[config.mk]
export PLATFORM = sky130hd
export DESIGN_NAME = rf_wb_arbiter_flat
export DESIGN_NICKNAME = d
export VERILOG_FILES = /design/src/rtl/rf_wb_pkg.sv /design/src/rtl/rf_wb_arbiter_if.sv /design/src/rtl/rr_picker.sv /design/src/rtl/rf_wb_arbiter.sv /design/src/flat_wrapper.sv
export SDC_FILE = /design/constraint.sdc
export NUM_CORES = 1
export LEC_CHECK = 0
export CAP_MARGIN = 20
export CORE_ASPECT_RATIO = 2
export CORE_UTILIZATION = 43
export DETAILED_ROUTE_END_ITERATION = 10
export PLACE_DENSITY = 0.87
export SLEW_MARGIN = 20
export SYNTH_ARGS = -nofsm -noshare
export SYNTH_HDL_FRONTEND = slang
export SYNTH_HIERARCHICAL = 1
export SYNTH_SLANG_ARGS = --single-unit
[constraint.sdc]
create_clock -name clk -period 5.8 [get_ports clk]
set_clock_uncertainty 0.05 [all_clocks]
set_input_delay 1.45 -clock clk [delete_from_list [all_inputs] [get_ports clk]]
set_output_delay 1.45 -clock clk [all_outputs]
set_load 0.01 [all_outputs]
[src/rtl/rf_wb_pkg.sv]
// Shared constants, types and helpers for the register-file write-back arbiter.
package rf_wb_pkg;

    localparam int XLEN      = 32;
    localparam int REG_AW    = 5;
    localparam int NUM_REGS  = 2 ** REG_AW;
    localparam int N_REQ_DEF = 3;

    typedef struct packed {
        logic [REG_AW-1:0] rd;
        logic [XLEN-1:0]   data;
    } wb_req_t;

    typedef logic [NUM_REGS-1:0] reg_mask_t;

    // Round-robin successor of grant index g among n requesters.
    function automatic int unsigned ptr_next(input int unsigned g, input int unsigned n);
        return (g + 1 >= n) ? 0 : g + 1;
    endfunction

endpackage

[src/rtl/rf_wb_arbiter_if.sv]
// Write-back request bus and register-file write port of the arbiter.
interface rf_wb_arbiter_if #(
    parameter int N_REQ  = rf_wb_pkg::N_REQ_DEF,
    parameter int XLEN   = rf_wb_pkg::XLEN,
    parameter int REG_AW = rf_wb_pkg::REG_AW
);
    localparam int NREGS = 2 ** REG_AW;

    logic [N_REQ-1:0]        req_valid;
    logic [N_REQ*REG_AW-1:0] req_rd;
    logic [N_REQ*XLEN-1:0]   req_data;
    logic [N_REQ-1:0]        req_ready;
    logic                    rf_we;
    logic [REG_AW-1:0]       rf_a;
    logic [XLEN-1:0]         rf_wd;
    logic [NREGS-1:0]        pend_mask;

    // Requester side (write-back sources plus register-file / hazard consumers).
    modport master (
        output req_valid, req_rd, req_data,
        input  req_ready, rf_we, rf_a, rf_wd, pend_mask
    );

    modport slave (
        input  req_valid, req_rd, req_data,
        output req_ready, rf_we, rf_a, rf_wd, pend_mask
    );

endinterface

[src/rtl/rr_picker.sv]
// Combinational rotating-priority picker: first valid index at or after ptr_i, modulo N.
module rr_picker #(
    parameter int N  = 3,
    parameter int PW = 2
) (
    input  logic [N-1:0]  valid_i,
    input  logic [PW-1:0] ptr_i,
    output logic [N-1:0]  grant_o
);

    always_comb begin
        logic found;
        int   idx;
        grant_o = '0;
        found   = 1'b0;
        idx     = 0;
        for (int k = 0; k < N; k++) begin
            idx = (int'(ptr_i) + k) % N;
            for (int i = 0; i < N; i++) begin
                if (!found && (idx == i) && valid_i[i]) begin
                    grant_o[i] = 1'b1;
                    found      = 1'b1;
                end
            end
        end
    end

endmodule

[src/rtl/rf_wb_arbiter.sv]
// Round-robin arbiter sharing the register-file write port among write-back sources.
// Define RF_WB_ARB_FIXED_PRIO_EN for fixed priority (lowest index wins, no rr_ptr).
module rf_wb_arbiter #(
    parameter int N_REQ  = rf_wb_pkg::N_REQ_DEF,
    parameter int XLEN   = rf_wb_pkg::XLEN,
    parameter int REG_AW = rf_wb_pkg::REG_AW
) (
    input  logic           clk,
    input  logic           rst_n,
    rf_wb_arbiter_if.slave bus
);
    import rf_wb_pkg::*;

    localparam int PW    = (N_REQ > 1) ? $clog2(N_REQ) : 1;
    localparam int NREGS = 2 ** REG_AW;

    logic [N_REQ-1:0]  grant;
    logic [PW-1:0]     pick_ptr;
    logic              gnt_any;
    logic [REG_AW-1:0] sel_rd;
    logic [XLEN-1:0]   sel_data;

    logic              rf_we_q, rf_we_d;
    logic [REG_AW-1:0] rf_a_q,  rf_a_d;
    logic [XLEN-1:0]   rf_wd_q, rf_wd_d;
    logic [NREGS-1:0]  pend;

    rr_picker #(.N(N_REQ), .PW(PW)) u_picker (
        .valid_i (bus.req_valid),
        .ptr_i   (pick_ptr),
        .grant_o (grant)
    );

    always_comb begin
        gnt_any  = |grant;
        sel_rd   = '0;
        sel_data = '0;
        for (int i = 0; i < N_REQ; i++) begin
            if (grant[i]) begin
                sel_rd   = bus.req_rd[i*REG_AW +: REG_AW];
                sel_data = bus.req_data[i*XLEN +: XLEN];
            end
        end
    end

`ifdef RF_WB_ARB_FIXED_PRIO_EN
    assign pick_ptr = '0;
`else
    logic [PW-1:0] rr_ptr_q, rr_ptr_d, gnt_idx;

    always_comb begin
        gnt_idx = '0;
        for (int i = 0; i < N_REQ; i++) begin
            if (grant[i]) gnt_idx = PW'(i);
        end
        rr_ptr_d = rr_ptr_q;
        if (gnt_any) rr_ptr_d = PW'(ptr_next(32'(gnt_idx), N_REQ));
    end

    always_ff @(posedge clk or negedge rst_n) begin
        if (!rst_n) rr_ptr_q <= '0;
        else        rr_ptr_q <= rr_ptr_d;
    end

    assign pick_ptr = rr_ptr_q;
`endif

    // x0 requests are accepted but never reach the register file.
    always_comb begin
        rf_we_d = gnt_any && (sel_rd != '0);
        rf_a_d  = rf_a_q;
        rf_wd_d = rf_wd_q;
        if (rf_we_d) begin
            rf_a_d  = sel_rd;
            rf_wd_d = sel_data;
        end
    end

    always_ff @(posedge clk or negedge rst_n) begin
        if (!rst_n) begin
            rf_we_q <= 1'b0;
            rf_a_q  <= '0;
            rf_wd_q <= '0;
        end else begin
            rf_we_q <= rf_we_d;
            rf_a_q  <= rf_a_d;
            rf_wd_q <= rf_wd_d;
        end
    end

    always_comb begin
        pend = '0;
        for (int i = 0; i < N_REQ; i++) begin
            if (bus.req_valid[i]) pend[bus.req_rd[i*REG_AW +: REG_AW]] = 1'b1;
        end
        if (rf_we_q) pend[rf_a_q] = 1'b1;
        pend[0] = 1'b0;
    end

    assign bus.req_ready = grant;
    assign bus.rf_we     = rf_we_q;
    assign bus.rf_a      = rf_a_q;
    assign bus.rf_wd     = rf_wd_q;
    assign bus.pend_mask = pend;

endmodule

[src/flat_wrapper.sv]
// flat-port wrapper written by rule: the top's interface ports become plain ports
module rf_wb_arbiter_flat import rf_wb_pkg::*;
#(
    parameter int N_REQ  = rf_wb_pkg::N_REQ_DEF,
    parameter int XLEN   = rf_wb_pkg::XLEN,
    parameter int REG_AW = rf_wb_pkg::REG_AW
)
  (clk, rst_n, bus_req_valid, bus_req_rd, bus_req_data, bus_req_ready, bus_rf_we, bus_rf_a, bus_rf_wd, bus_pend_mask);
  rf_wb_arbiter_if #(.N_REQ(N_REQ), .XLEN(XLEN), .REG_AW(REG_AW)) bus_i ();
  input  logic clk;
  input  logic rst_n;
  input wire logic [$bits(bus_i.req_valid)-1:0] bus_req_valid;
  input wire logic [$bits(bus_i.req_rd)-1:0] bus_req_rd;
  input wire logic [$bits(bus_i.req_data)-1:0] bus_req_data;
  output wire logic [$bits(bus_i.req_ready)-1:0] bus_req_ready;
  output wire logic [$bits(bus_i.rf_we)-1:0] bus_rf_we;
  output wire logic [$bits(bus_i.rf_a)-1:0] bus_rf_a;
  output wire logic [$bits(bus_i.rf_wd)-1:0] bus_rf_wd;
  output wire logic [$bits(bus_i.pend_mask)-1:0] bus_pend_mask;
  assign bus_i.req_valid = bus_req_valid;
  assign bus_i.req_rd = bus_req_rd;
  assign bus_i.req_data = bus_req_data;
  assign bus_req_ready = bus_i.req_ready;
  assign bus_rf_we = bus_i.rf_we;
  assign bus_rf_a = bus_i.rf_a;
  assign bus_rf_wd = bus_i.rf_wd;
  assign bus_pend_mask = bus_i.pend_mask;
  rf_wb_arbiter #(.N_REQ(N_REQ), .XLEN(XLEN), .REG_AW(REG_AW)) u_core (.clk(clk), .rst_n(rst_n), .bus(bus_i));
endmodule
==> impl_metrics.csv, run 1 <==
group,metric,value,unit
setup_path,critPathArrivalTime,3.65,ns
yosys,yosysMostFrequentCell,"nand2_1",
cells_and_area,regArea,0.00100,mm^2
clocking,cts.path.max_buffers,2,
yosys,ys_warn_count,6,
cells_and_area,layout-drive-gt1-share,0.111,
drt,drc,0,
yosys,synth_area_leaders,"dfrtp_1 (28%), mux2_4 (12%), a22oi_1 (7.9%), nand2_1 (5.0%), o21ai_0 (4.8%)",
yosys,syn-num-nets,525,
yosys,syn_area,0.00352,mm^2
clocking,cts_setup_buffers,0,
setup_path,crit_family,"buffers and inverters",
floorplanning,initial_core_util,0.443,
floorplanning,core,0.00794,mm^2
yosys,synthFlopType,"dfrtp_1",
clocking,clk_latency,0.28,ns
setup_path,crit_buf_inv,3,
sta,holdWs,0.456,ns
yosys,synth_edf_count,0,
global_route,antenna_found_initial,0,
drt,dr.pass1.iters,7,
yosys,ys_seq_elements,40,
yosys,syn_area_per_cell,8.64,um^2
floorplanning,die_h,130,um
drt,via_per_inst,6.19,
yosys,yosys.cell_types.count,41,
setup_path,cp_common_cell,"clkdlybuf4s50_1",
floorplanning,io_pins,189,
sta,final-setup-viol-count,0,
job,cap_violations,0,
drt,vias,4147,
drt,routedWlPerCell,21.8,um
floorplanning,die_w,66.0,um
drt,ant_nets,0,
cells_and_area,syn_to_final_growth,58.9,%
drt,totalWireLength,14600,um
yosys,synthTopCellsByCount,"nand2_1 (47), dfrtp_1 (40), a22oi_1 (37)",
drt,first_iter_violations,415,
hold_path,hp-class,"reg2reg",
sta,rsz0062_at_grt,"false",
clocking,postCtsHoldBufs,0,
sta,max_freq,194,MHz
setup_path,critPathLaunchType,"input pin",
setup_path,slowest_delay,0.58,ns
power_and_ir_drop,powerDensity,451,mW/mm^2
clocking,numCtsBuffers,5,
setup_path,crit_path_max_fanout,8,
setup_path,critPathRequiredTime,4.30,ns
sta,period_needed,5.15,ns
clocking,cts_max_level,2,
sta,hold_viol_final,0,
clocking,cts_tree,"built",
clocking,clock_sinks,40,
power_and_ir_drop,vdd_drop_max,355,uV
clocking,clkTransAtPathRegs,0.06,ns
power_and_ir_drop,leakage,2.25,nW
floorplanning,dieArea,0.00857,mm^2
cells_and_area,fillers,633,
cells_and_area,multi_input_area,0.00233,mm^2
placed_design,io_buffers,187,
global_route,grt_overflow,0,
setup_path,worst_path_max_delay_cell,"clkdlybuf4s50_1",
sta,period_share,0.888,
setup_path,cp_cell_sequence,"clkdlybuf4s50_1 -> buf_4 -> nor3b_1 -> a22oi_1 -> o221ai_1 -> clkdlybuf4s50_1",
yosys,synth_area_leader_cell,"dfrtp_1",
placed_design,gp_congestion,0.993,
run_status,status,"finished, final reports clean",
global_route,grt_pass1_vias,4161,
sta,max-slew-margin-rel,0.408,
cells_and_area,fin_cells,670,
clocking,post_cts_resized,0,
sta,tns,0,ns
global_route,track_usage,0.345,
sta,worstMarginPinSlew,0.888,ns
yosys,synth_top_area_frac,0.285,
yosys,netlist_instances,407,
global_route,grt_pass1_wl,21900,um
setup_path,crit_type,"in2out",
setup_path,critical_path.endpoint_type,"output pin",
cells_and_area,nets,692,
global_route,grt_max_degree,77,
yosys,ys_seq_area_frac,0.285,
clocking,clockRootBuffer,"clkbuf_16",
placed_design,dp.final_hpwl,11000,um
sta,slew_violations,0,
floorplanning,rows,46,
placed_design,dp_cells,663,
cells_and_area,antenna_cells,0,
yosys,synthArstFlopShare,1.00,
==> per-stage QoR <==
step                total power, W   util  cell area, um^2  worst slack (ns)
floorplan                  0.00155      -             3520              1.83
global placement           0.00210  0.680             5400             0.731
detailed placement         0.00215  0.680             5400             0.721
CTS                        0.00252  0.704             5590             0.722
global route               0.00266  0.704             5590             0.558
finish                     0.00252  0.704             5590             0.649
==> logic make-up after synthesis <==
family	share of synthesized area
AND/OR/NAND/NOR	0.227
AO/OA/AOI/OAI	0.288
flip-flops	0.285
multiplexers	0.131
adder cells (fa/ha/maj)	0.00711
other	0.00107
buffers and inverters	0.0605
==> placed cells by master, fill, tap and decap left out, types with 3 or more instances in the layout <==
cell type / n
clkdlybuf4s50_1: 186
nand2_1: 47
dfrtp_1: 40
a22oi_1: 37
o21ai_0: 34
mux2_4: 27
nor2_1: 22
a21oi_1: 21
nand3b_1: 15
o221ai_1: 13
o22ai_1: 13
a221o_1: 12
inv_1: 9
nand3_1: 9
nor3b_1: 8
or3b_2: 7
nor2b_1: 7
buf_4: 7
and3b_1: 6
and3_1: 6
clkbuf_16: 5
mux2_2: 5
a41o_1: 4
nor3_1: 3
o211ai_1: 3
or2_2: 3
==> per-layer routing <==
layer,global-route usage,wire (um)
met1,0.346,4810
met2,0.631,7870
met3,0.0498,869
met4,0.239,1060
met5,0,0
==> power by group <==
| part | switching (W) | internal [W] | leakage [nW] | total [W] |
|---|---|---|---|---|
| clock | 0.000104 | 0.000244 | 0.0899 | 0.000348 |
| sequential | 0.000119 | 0.000408 | 0.505 | 0.000528 |
| combinational | 0.000792 | 0.000852 | 1.65 | 0.00164 |
| total | 0.00102 | 0.00150 | 2.25 | 0.00252 |
==> worst paths after layout <==
| check | cells past startpoint | from | slack (ns) | to |
|---|---|---|---|---|
| hold / removal | 1 | u_core/bus.rf_wd[25]$_DFFE_PN0P_ | 0.46 | u_core/bus.rf_wd[25]$_DFFE_PN0P_ |
| setup reg to reg | 10 | u_core/pick_ptr[0]$_DFFE_PN0P_ | 2.29 | u_core/bus.rf_wd[27]$_DFFE_PN0P_ |
| max in group asynchronous | 1 | rst_n | 3.90 | u_core/pick_ptr[1]$_DFFE_PN0P_ |
| min in group asynchronous | 1 | rst_n | 1.23 | u_core/bus.rf_wd[10]$_DFFE_PN0P_ |
| setup / recovery | 6 | bus_req_rd[3] | 0.65 | bus_pend_mask[4] |
| hold reg to reg | 1 | u_core/bus.rf_wd[25]$_DFFE_PN0P_ | 0.46 | u_core/bus.rf_wd[25]$_DFFE_PN0P_ |
==> cell type report <==
class	count	area share
Multi-Input combinational cell	324	0.417
Clock buffer	5	0.0224
Timing Repair Buffer	194	0.343
Clock inverter	2	0.0107
Tap cell	96	0.0215
Sequential cell	40	0.179
Inverter	9	0.00605
==> state kept, by name, summed over array words and instances (netlist names) <==
| signal | flops |
|---|---|
| u_core/bus.rf_a | 5 |
| u_core/bus.rf_wd | 32 |
| u_core/bus.rf_we | 1 |
| u_core/pick_ptr | 2 |
==> worst register-to-register path, stage by stage, from the launching register on <==
cell	delay (ns)
dfrtp_1	0.39
inv_1	0.06
ha_1	0.32
and2_1	0.18
o41ai_4	0.23
buf_4	0.60
nor2b_1	0.25
a21oi_1	0.10
nor2_4	0.19
nand3_4	0.51
mux2_4	0.51
No activity file was read; power rests on OpenSTA's default activity.
==> run 2, diff against run 1 <==
SLEW_MARGIN = 10   (was 20)
==> results of run 2 <==
No change in the layout: final DEF, timing and power equal those of run 1.
==> run 3, diff against run 2 <==
SKIP_CTS_REPAIR_TIMING = 1   (was not set)
==> results of run 3 <==
No change in the layout: final DEF, timing and power equal those of run 1.
==> edit (flow settings as in run 3) <==
The option `RF_WB_ARB_FIXED_PRIO_EN` is turned on by a define.
--- a/src/rtl/rf_wb_arbiter.sv
+++ b/src/rtl/rf_wb_arbiter.sv
@@ -1,5 +1,7 @@
 // Round-robin arbiter sharing the register-file write port among write-back sources.
 // Define RF_WB_ARB_FIXED_PRIO_EN for fixed priority (lowest index wins, no rr_ptr).
+`define RF_WB_ARB_FIXED_PRIO_EN
+
 module rf_wb_arbiter #(
     parameter int N_REQ  = rf_wb_pkg::N_REQ_DEF,
     parameter int XLEN   = rf_wb_pkg::XLEN,
Behaviour: not the same (a bounded check fails within 4 cycles, from zero or initial values and one cycle with rst_n low).
==> edit against run 3 <==
Setup slack lost 0.099 ns. First-iteration DRC count shrank 3.6%. Largest cell class unchanged. Design area fell by 2.6%. Routed wire length is 6.8% lower. Critical endpoint is now bus_pend_mask[8]. Maximum frequency fell by 1.9%. Hold slack gained 0.0035 ns. Sequential cell count fell by 2. Synthesized area fell by 3.1%. Register-to-register slack better by 2.5 ns.
Power is not compared: it rests on default switching activity, and its combinational part moved more than twofold at a synthesized area within 25%.
==> edit: results (changes against run 3) <==
Status -> finished clean
Iter 0 DRT Violations -> 400 (-3.6%)
Crit-path max cell delay -> 0.66 ns (+0.08 ns)
Total GRT Usage -> 0.339 (-0.00600)
Synth cell count leaders -> 48 x nand2_1, 38 x dfrtp_1, 35 x a22oi_1
Share of cells above drive strength 1 -> 0.106 (-0.00512)
Mux share of post-synthesis cell area -> 0.137 (+0.00524)
First-pass GRT wire length -> 21,200 um (-3.2%)
FF-to-FF Start -> u_core/bus.rf_a[2]$_DFFE_PN0P_
Hold path start -> u_core/bus.rf_wd[8]$_DFFE_PN0P_
Critical Path Start -> bus_req_valid[1]
GR Util met2 -> 0.618 (-0.0126)
Number of global-route vias before repair -> 4,159 (-0.048%)
Routed WL -> 13,600 um (-6.8%)
Tightest Pin Transition -> 0.835 ns (-0.0533 ns)
Area after DPL -> 5310 sq um (-1.7%)
GR met1 Demand/Resource -> 0.310 (-0.0358)
Synth Area in Compound Gates -> 0.304 (+0.0161)
Netlist cell types -> 44 (+7.3%)
Placed insts -> 651 (-1.8%)
Pin count of the biggest net entering global routing -> 75 (-2.6%)
HPWL Detailed -> 10,500 um (-4.9%)
Routed vias -> 4,036 (-2.7%)
M3 GR Usage -> 0.0587 (+0.00889)
Adder-Cell Fraction of Synth Area -> 0.00734 (+0.000225)
Seq/Total Area, Yosys -> 0.279 (-0.00570)
Min Hold Slack -> 0.460 ns (+0.00346 ns)
Crit path arrival time -> 3.75 ns (+0.10 ns)
[edit: path summary, 6_finish.rpt]
kind / end / cells after the start
max: bus_pend_mask[8] / 6
min: u_core/bus.rf_wd[8]$_DFFE_PN0P_ / 1
max reg2reg: u_core/bus.rf_a[2]$_DFFE_PN0P_ / 2
min reg2reg: u_core/bus.rf_wd[8]$_DFFE_PN0P_ / 1
max in group asynchronous: u_core/bus.rf_a[0]$_DFFE_PN0P_ / 1
min in group asynchronous: u_core/bus.rf_wd[14]$_DFFE_PN0P_ / 1
[edit: cell type report]
type	count	area, sq um	area share
multi-input combinational	316	2300	0.422
timing repair buffer	191	1900	0.349
sequential	38	951	0.175
clock buffer	7	133	0.0244
tap	94	118	0.0216
inverter	12	45.0	0.00828
[edit: per-layer routing]
layer,wire length (um),up-vias
met5,0,-
met4,1200,0
met3,877,84
met2,7320,242
met1,4220,1876
li1,-,1834
